`src/rtl/aligned_drain.sv`:
```
// aligned_drain: takes a total, rounds it up to a 2**ALIGN_BITS boundary and pays it out as
// aligned chunks of at most MAX_CHUNK. Define DRAIN_FAST_ROUND_EN to round in one step (no ROUND state).
//
// state | meaning
// IDLE  | waiting for a total on the input handshake
// ROUND | incrementing remaining up to the next alignment boundary
// EMIT  | presenting chunks until the final one is accepted
module aligned_drain #(
    parameter int WIDTH      = 8,
    parameter int ALIGN_BITS = 2,
    parameter int MAX_CHUNK  = 64
) (
    input  logic             clk,
    input  logic             reset,
    input  logic             in_valid,
    output logic             in_ready,
    input  logic [WIDTH-1:0] din,
    output logic             out_valid,
    input  logic             out_ready,
    output logic [WIDTH-1:0] dout,
    output logic             out_last,
    output logic [WIDTH-1:0] remaining,
    output logic             busy
);

    localparam logic [WIDTH-1:0] LP_MAX = WIDTH'(MAX_CHUNK);
    localparam logic [WIDTH-1:0] LP_LOW = WIDTH'((1 << ALIGN_BITS) - 1);

    typedef enum logic [1:0] {
        S_IDLE  = 2'd0,
        S_ROUND = 2'd1,
        S_EMIT  = 2'd2
    } state_t;

    state_t           r_state;
    state_t           w_state_nxt;
    logic [WIDTH-1:0] r_remaining;
    logic [WIDTH-1:0] w_rem_nxt;
    logic [WIDTH-1:0] r_dout;
    logic [WIDTH-1:0] w_dout_nxt;
    logic             r_last;
    logic             w_last_nxt;

    always_comb begin
        w_state_nxt = r_state;
        w_rem_nxt   = r_remaining;
        case (r_state)
            S_IDLE: begin
                if (in_valid) begin
`ifdef DRAIN_FAST_ROUND_EN
                    w_rem_nxt   = (din + LP_LOW) & ~LP_LOW;
                    w_state_nxt = S_EMIT;
`else
                    w_rem_nxt   = din;
                    w_state_nxt = ((din & LP_LOW) != '0) ? S_ROUND : S_EMIT;
`endif
                end
            end
            S_ROUND: begin
                w_rem_nxt = r_remaining + WIDTH'(1);
                if ((w_rem_nxt & LP_LOW) == '0) begin
                    w_state_nxt = S_EMIT;
                end
            end
            S_EMIT: begin
                if (out_ready) begin
                    w_rem_nxt = r_remaining - r_dout;
                    if (r_last) begin
                        w_state_nxt = S_IDLE;
                    end
                end
            end
            default: begin
                w_state_nxt = S_IDLE;
            end
        endcase
    end

    // Next beat is precomputed so dout/out_last come straight from flops.
    always_comb begin
        w_dout_nxt = '0;
        w_last_nxt = 1'b0;
        if (w_state_nxt == S_EMIT) begin
            w_dout_nxt = (w_rem_nxt > LP_MAX) ? LP_MAX : w_rem_nxt;
            w_last_nxt = (w_rem_nxt <= LP_MAX);
        end
    end

    always_ff @(posedge clk) begin
        if (reset) begin
            r_state     <= S_IDLE;
            r_remaining <= '0;
            r_dout      <= '0;
            r_last      <= 1'b0;
        end else begin
            r_state     <= w_state_nxt;
            r_remaining <= w_rem_nxt;
            r_dout      <= w_dout_nxt;
            r_last      <= w_last_nxt;
        end
    end

    assign in_ready  = (r_state == S_IDLE) && !reset;
    assign out_valid = (r_state == S_EMIT);
    assign busy      = (r_state != S_IDLE);
    assign dout      = r_dout;
    assign out_last  = r_last;
    assign remaining = r_remaining;

endmodule

```
`config.mk`:
```
export PLATFORM = sky130hd
export DESIGN_NAME = aligned_drain
export DESIGN_NICKNAME = d
export VERILOG_FILES = /design/src/rtl/aligned_drain.sv
export SDC_FILE = /design/constraint.sdc
export NUM_CORES = 1
export LEC_CHECK = 0
export CORE_ASPECT_RATIO = 2
export CORE_MARGIN = 2
export CORE_UTILIZATION = 40
export CTS_BUF_LIST = sky130_fd_sc_hd__clkbuf_8 sky130_fd_sc_hd__clkbuf_16
export DETAILED_ROUTE_END_ITERATION = 10
export PLACE_DENSITY = 0.74
export REMOVE_ABC_BUFFERS = 1
export SETUP_SLACK_MARGIN = 0.2
export SLEW_MARGIN = 5
export SYNTH_ARGS = -nofsm -noshare
export SYNTH_HDL_FRONTEND = slang
export SYNTH_SLANG_ARGS = --single-unit
```
`constraint.sdc`:
```
create_clock -name clk -period 6.6 [get_ports clk]
set_clock_uncertainty 0.1 [all_clocks]
set_input_delay 1.32 -clock clk [delete_from_list [all_inputs] [get_ports clk]]
set_output_delay 1.32 -clock clk [all_outputs]
set_load 0.05 [all_outputs]
```
* Yosys cells after proc, flatten, opt, wreduce, memory -nomap -nowiden
Index checks and enable logic that the tools add are counted.
** Cells by class
- Add/sub/neg operators :: 2
- $lt $le $gt $ge :: 2
- Equality and inequality tests :: 3
- Mux-type cells :: 10
- Bitwise gates (word level) :: 1
- Reductions and logical operators :: 8
** Operator list (count)
- $pmux 8 s3 :: 1
- $mux 8 :: 2
- $mux 2 :: 5
- $add 8x1->8 const B :: 1
- $gt 8x7->1 const B :: 1
- $le 8x7->1 const B :: 1
- $logic_not 8->1 :: 1
- $reduce_bool 8->1 :: 1
- $sub 8x8->8 :: 1
- $mux 7 :: 1
- $pmux 2 s3 :: 1
- $eq 2x2->1 const B :: 2
- $reduce_or 3->1 :: 1
- $eq 2x1->1 const B :: 1
- $logic_not 2->1 :: 1
- $reduce_bool 2->1 :: 1
- $reduce_or 2->1 :: 1
- $logic_and 1x1->1 :: 1
- $logic_not 1->1 :: 1
- $not 1->1 :: 1
** Word-level totals
- Flip-flop bits (word level) :: 19
- Input bits :: 12
- Output and inout port bits :: 20
- Logic and storage cells :: 31

* Longest topological paths before layout
Gate-level depths: netlist of run 1.
- Depth after elaboration :: 7
- Depth in mapped cells :: 11
- Mapped depth without buffers :: 10

* Worst setup path after synthesis of run 1
Ideal clock, no wire load.
- Path type :: input to output
- Start point :: input reset
- End point :: output in_ready
- Arrival :: 2.179 ns
- Data required time :: 5.180 ns
- Path slack :: 3.001 ns
- Cell stages on the path :: 2
- Buffers on the path :: 1
- Cells stage by stage :: clkbuf_1 -> nor2_1
** Between the ends
- Longest elaborated chain between the ends :: 2
** RTL lines
- start, declared :: RTL line 14 : input logic reset,
- $logic_not 1->1 :: RTL line 103 : assign in_ready = (r_state == S_IDLE) && !reset;
- $logic_and 1x1->1 :: RTL line 103
- end, declared :: RTL line 16 : output logic in_ready,
Every way passes these cells.

* Worst setup path in the final report of run 1
Same ends and word-level chain as after synthesis.

==> results of run 1 <==
[per-stage QoR]
step	hold slack [ns]	instances	instance area, sq um
after floorplan	0.564	160	1390
after global placement	0.570	240	1760
after detailed placement	0.575	240	1760
after CTS	0.586	244	1800
after global routing	0.604	244	1800
final	0.577	244	1800
[layout by cell type (no fill, tap or decap), drive strengths merged, types with 2 or more instances in the layout]
master,instances
nor3,3
nand4,2
a21oi,12
xnor2,4
o211ai,2
a221oi,2
a21o,3
xor2,7
nor2b,8
a211oi,5
nand2b,2
inv,13
nand2,12
nor2,14
nand3,5
and3,2
o221ai,2
a31oi,2
o21ai,2
dfxtp,19
nor4,4
clkdlybuf4s50,31
nor3b,3
ha,8
mux2i,9
a2111oi,2
mux2,3
clkbuf,3
[logic make-up after synthesis]
group,after synthesis,synth area share [%]
flip-flops,19,26.2
buffers and inverters,20,7.67
AO/OA/AOI/OAI,37,20.6
AND/OR/NAND/NOR,59,21.8
XOR/XNOR,11,6.64
multiplexers,12,8.53
other,1,0.258
adder cells (fa/ha/maj),9,8.28
[how the worst max path moves through the flow]
stage	cells past startpoint	startpoint	endpoint	slack [ns]
2_1_floorplan	1	reset	in_ready	3.21
3_3_place_gp	3	reset	in_ready	2.28
3_5_place_dp	3	reset	in_ready	2.25
4_1_cts	3	reset	in_ready	2.24
5_1_grt	3	reset	in_ready	2.18
6_report	3	reset	in_ready	2.25
[routing by layer]
metal | track usage, % | share of wire [%]
met1 | 23.8 | 42
met2 | 32.6 | 51
met3 | 2.42 | 4.1
met4 | 7.53 | 2.3
met5 | 0 | 0
[worst min-delay path, cell delays in order (launching register included)]
cell	delay, ns
dfxtp_1	0.33
a311o_1	0.18
a21oi_2	0.10
[layout make-up]
class / instances / share of cell area (%)
multi-input cells: 129 / 53.3
well taps: 49 / 3.40
flip-flops and latches: 19 / 21.1
inverters: 12 / 2.50
clock inverters: 1 / 0.208
repair buffers: 31 / 17.2
clock buffers: 3 / 2.29
[sequential cells by signal, summed over array words and instances (netlist names)]
| signal | cells |
|---|---|
| r_state | 2 |
| remaining | 8 |
| out_last | 1 |
| dout | 8 |
[power groups by stage]
stage | registers (mW) | logic (mW) | clock network, mW
after detailed placement | 0.143 | 0.160 | 0
after global placement | 0.142 | 0.158 | 0
final | 0.140 | 0.161 | 0.0799
after CTS | 0.140 | 0.162 | 0.0822
after global routing | 0.142 | 0.174 | 0.0862
after floorplan | 0.163 | 0.0907 | 0
==> flow_metrics.env, run 1 <==
export IMPL_status="complete, no violations"
export IMPL_drive_gt1_share_pct=9.23
export IMPL_rsz0062_at_grt="false"
export IMPL_start_util_pct=41.1
export IMPL_post_cts_buffers=0
export IMPL_ys_warn_count=0
export IMPL_period_share_pct=65.9
export IMPL_synth_edf_count=0
export IMPL_drc_errors=0
export IMPL_crit_arrival_ns=2.93
export IMPL_synthTopCellsByArea="dfxtp_1, ha_1, mux2i_1, xor2_1, a21oi_1"
export IMPL_r2r_start="remaining[0]"
export IMPL_fin_nets=217
export IMPL_hp_start="out_last"
export IMPL_finalSetupTns_ns=0
export IMPL_final_core_util_pct=51.0
export IMPL_holdBufCountCts=0
export IMPL_period_needed_ns=4.35
export IMPL_worst_hold_path_type="reg -> reg"
export IMPL_cts_htree_levels=1
export IMPL_whs_endpoint="r_state[1]"
export IMPL_worstMarginPinSlew_ns=0.702
export IMPL_grt_pass1_wl_mm=5.84
export IMPL_hold_path_depth=2
export IMPL_netlist_area_leader_share_pct=26.2
export IMPL_worstPathMaxFanout=11
export IMPL_cts_max_path_buffers=2
export IMPL_combPwrFrac_pct=42.3
export IMPL_fmax_ghz=0.230
export IMPL_crit_path_end_kind="output port"
export IMPL_cellLeakagePower_nw=0.675
export IMPL_report_final_setup_viol=0
export IMPL_preCtsSetupSlack_ns=2.25
export IMPL_wire_per_inst_microns=15.0
export IMPL_synthArstFlopShare_pct=0
export IMPL_critPathMostFrequentCell="clkdlybuf4s50_1"
export IMPL_synthTopCellsByCount="dfxtp_1, nor2_1, nand2_1, a21oi_1, inv_1"
export IMPL_grt_pass1_vias=1273
export IMPL_max_stage_delay_ns=0.81
export IMPL_path_delay_family="buffers and inverters"
export IMPL_ys_types=50
export IMPL_post_cts_resize_count=0
export IMPL_syn_instance_count=168
export IMPL_r2r_cells=10
export IMPL_routed_via_density=5.52
export IMPL_fp_coreArea_sq_mm=0.00353
export IMPL_p_per_area_mw_per_mm2=212
export IMPL_power_total_mw=0.381
export IMPL_grt_max_degree=20
export IMPL_worst_setup_path_start_kind="input pin"
export IMPL_cts_sinks=19
export IMPL_wirelength_mm=3.65
export IMPL_diodes=0
export IMPL_power_switching_mw=0.152
export IMPL_syn_cell_area_sq_mm=0.00145
export IMPL_multi_input_area_sq_um=960
export IMPL_grtUsageTotal_pct=19.3
export IMPL_maxCapViolCount=0
export IMPL_rows=31
export IMPL_slew_violations=0
export IMPL_io_pins=32
export IMPL_grt_ovfl_total=0
export IMPL_r2r_end="dout[0]"
export IMPL_cts_root_buf="clkbuf_8"
export IMPL_syn_avg_cell_area_sq_um=8.64
export IMPL_p_seq_share_pct=36.8
export IMPL_hpwlAfterDp_mm=2.76
export IMPL_nFillCells=331
export IMPL_synthFlopType="dfxtp_1"
export IMPL_die_area_sq_mm=0.00416
export IMPL_seq_area_sq_um=380
export IMPL_cts_tree="yes"
export IMPL_fp_dieW_microns=46.6
export IMPL_antenna_found_initial=0
export IMPL_cts_made_buffers=3
export IMPL_clk_pin_slew_ns=0.07
export IMPL_switching_share_pct=39.8
export IMPL_clock_latency_ns=0.25
export IMPL_path_buf_inv=2
export IMPL_finalHoldViolations=0
export IMPL_die_h_microns=89.2
export IMPL_postRouteAntennaNets=0
export IMPL_drtPass1Iterations=4
export IMPL_ys_ff_latch=19
export IMPL_area_growth_pct=24.1
export IMPL_cp_required_ns=5.18
export IMPL_cp_slowest_cell="clkdlybuf4s50_1"
export IMPL_reg2reg_slack_ns=3.93
export IMPL_drt_iter0_drc=35
export IMPL_vias=1346
export IMPL_synth_most_common_cell="dfxtp_1"
export IMPL_setup_slack_ns=2.25
export IMPL_ir_worst_vdd_uv=165
export IMPL_yosysSeqAreaShare_pct=26.2
export IMPL_power_internal_mw=0.230
export IMPL_worstPathCellList="clkdlybuf4s50_1 > nor2_1 > clkdlybuf4s50_1"
export IMPL_relSlewSlack_pct=53.1
export IMPL_clock_power_share_pct=20.9
export IMPL_portBuffers=31
export IMPL_critPathKind="in -> out"
export IMPL_gp_congestion=0.851
export IMPL_yosys_area_top_type="dfxtp_1"
Power figures use the tool's default switching activity.
==> run 2: changes to the inputs <==
- PLACE_DENSITY: 0.74 -> 0.76
- clock period: 6.6 -> 3.9 ns (I/O delays scaled with it)
==> run 2 against run 1 <==
Against the previous run: clock power up 66%; final cell count is 0.41% higher; count of clock-buffer cells in the layout is the same; sequential cell count unchanged; non-clock buffer count up 1; die area did not move; setup slack lost 1.6 ns; combinational power up 75%; final area increased by 0.42%; utilization grew 0.21 points; wire length is 2.3% higher; power grew 69%; largest power group unchanged.
==> flow_metrics.env, run 2 (synthesis results as in run 1) <==
export IMPL_crit_arrival_ns=2.38
export IMPL_slew_violations=0
export IMPL_worstPathCellList="clkdlybuf4s50_1 > nor2_1 > clkdlybuf4s50_1"
export IMPL_final_common_cell="clkdlybuf4s50_1"
export IMPL_maxCapViolCount=0
export IMPL_holdBufCountCts=0
export IMPL_grt_max_degree=20
export IMPL_worst_setup_path_start_kind="input pin"
export IMPL_cellLeakagePower_nw=0.680
export IMPL_cp_slowest_cell="clkdlybuf4s50_1"
export IMPL_report_final_setup_viol=0
export IMPL_wire_per_inst_microns=15.2
export IMPL_cp_required_ns=3.02
export IMPL_wirelength_mm=3.73
export IMPL_routed_via_density=5.62
export IMPL_hp_start="out_last"
export IMPL_power_total_mw=0.646
export IMPL_rsz0062_at_grt="false"
export IMPL_worst_hold_path_type="reg -> reg"
export IMPL_grt_ovfl_total=0
export IMPL_nFillCells=342
export IMPL_critPathKind="in -> out"
export IMPL_fin_area_sq_mm=0.00181
export IMPL_grt_pass1_wl_mm=6.10
export IMPL_cts_max_path_buffers=2
export IMPL_fmax_ghz=0.307
export IMPL_place_area_sq_mm=0.00176
export IMPL_portBuffers=31
export IMPL_grtUsageTotal_pct=20.0
export IMPL_diodes=0
export IMPL_clock_latency_ns=0.26
export IMPL_cts_sinks=19
export IMPL_gp_congestion=0.832
export IMPL_cts_root_buf="clkbuf_8"
export IMPL_cts_made_buffers=3
export IMPL_fp_dieW_microns=46.6
export IMPL_antenna_found_initial=0
export IMPL_area_growth_pct=24.7
export IMPL_worstMarginPinSlew_ns=0.663
export IMPL_crit_path_end_kind="output port"
export IMPL_period_needed_ns=3.26
export IMPL_status="complete, no violations"
export IMPL_max_stage_delay_ns=0.81
export IMPL_die_area_sq_mm=0.00416
export IMPL_drtPass1Iterations=4
export IMPL_cts_tree="yes"
export IMPL_drc_errors=0
export IMPL_hold_slack_ns=0.556
export IMPL_postRouteAntennaNets=0
export IMPL_hpwlAfterDp_mm=2.80
export IMPL_rows=31
export IMPL_p_per_area_mw_per_mm2=357
export IMPL_relSlewSlack_pct=55.7
export IMPL_final_cell_mix="clkdlybuf4s50_1, dfxtp_1, nor2_1, nand2_1"
export IMPL_drive_gt1_share_pct=9.69
export IMPL_post_cts_resize_count=0
export IMPL_finalHoldViolations=0
export IMPL_clk_pin_slew_ns=0.07
export IMPL_die_h_microns=89.2
export IMPL_setup_worst_path_start="reset"
export IMPL_r2r_start="remaining[0]"
export IMPL_cts_htree_levels=1
export IMPL_path_buf_inv=2
export IMPL_start_util_pct=41.1
export IMPL_ir_worst_vdd_uv=277
export IMPL_grt_pass1_vias=1354
export IMPL_worstPathMaxFanout=11
export IMPL_finalSetupTns_ns=0
export IMPL_critPathMostFrequentCell="clkdlybuf4s50_1"
export IMPL_fin_nets=218
export IMPL_vias=1376
export IMPL_drt_iter0_drc=84
export IMPL_period_share_pct=83.5
export IMPL_io_pins=32
export IMPL_fp_coreArea_sq_mm=0.00353
export IMPL_post_cts_buffers=0
export IMPL_path_delay_family="buffers and inverters"
-- run 2: cell types whose count changed in the layout (fill, tap and decap cells not counted) --
cell / change
buf_4: +1
-- run 2: cell type report --
cell class	instances	area, sq um	share of cell area, %
Inverter	12	45.0	2.49
Sequential cell	19	380	21.0
Multi-Input combinational cell	129	960	53.0
Tap cell	49	61.3	3.39
Timing Repair Buffer	32	318	17.6
Clock buffer	3	41.3	2.28
Clock inverter	1	3.75	0.207
-- run 2: routing by layer --
metal	vias to the layer above	track usage (%)	wire length, microns
met4	0	7.79	61
li1	654	-	-
met5	-	0	0
met3	7	1.21	173
met1	659	25.1	1510
met2	56	34.2	1990
-- run 2: path summary, 6_finish.rpt --
check             slack (ns)          to  cells after the start
setup / recovery        0.64    in_ready                      3
hold / removal          0.56  r_state[1]                      2
setup reg to reg        1.13     dout[0]                     10
hold reg to reg         0.56  r_state[1]                      2
-- run 2: tightest hold or removal path, stage by stage (launching register included) --
cell	delay [ns]
dfxtp_1	0.33
a311o_1	0.17
a21oi_2	0.09
-- run 2: where the power goes --
group          leakage [nW]  internal [mW]  switching (mW)
Sequential            0.156          0.208          0.0249
Combinational         0.498          0.112           0.168
Clock                0.0269         0.0700          0.0627
Total                 0.680          0.390           0.256
-- run 2: stage by stage --
stage / instances / setup slack [ns] / utilization, %
after global placement: 241 / 0.648 / 50.0
after global routing: 245 / 0.569 / 51.3
after CTS: 245 / 0.639 / 51.3
after floorplan: 160 / 1.28 / -
after detailed placement: 241 / 0.656 / 50.0
final: 245 / 0.644 / 51.3
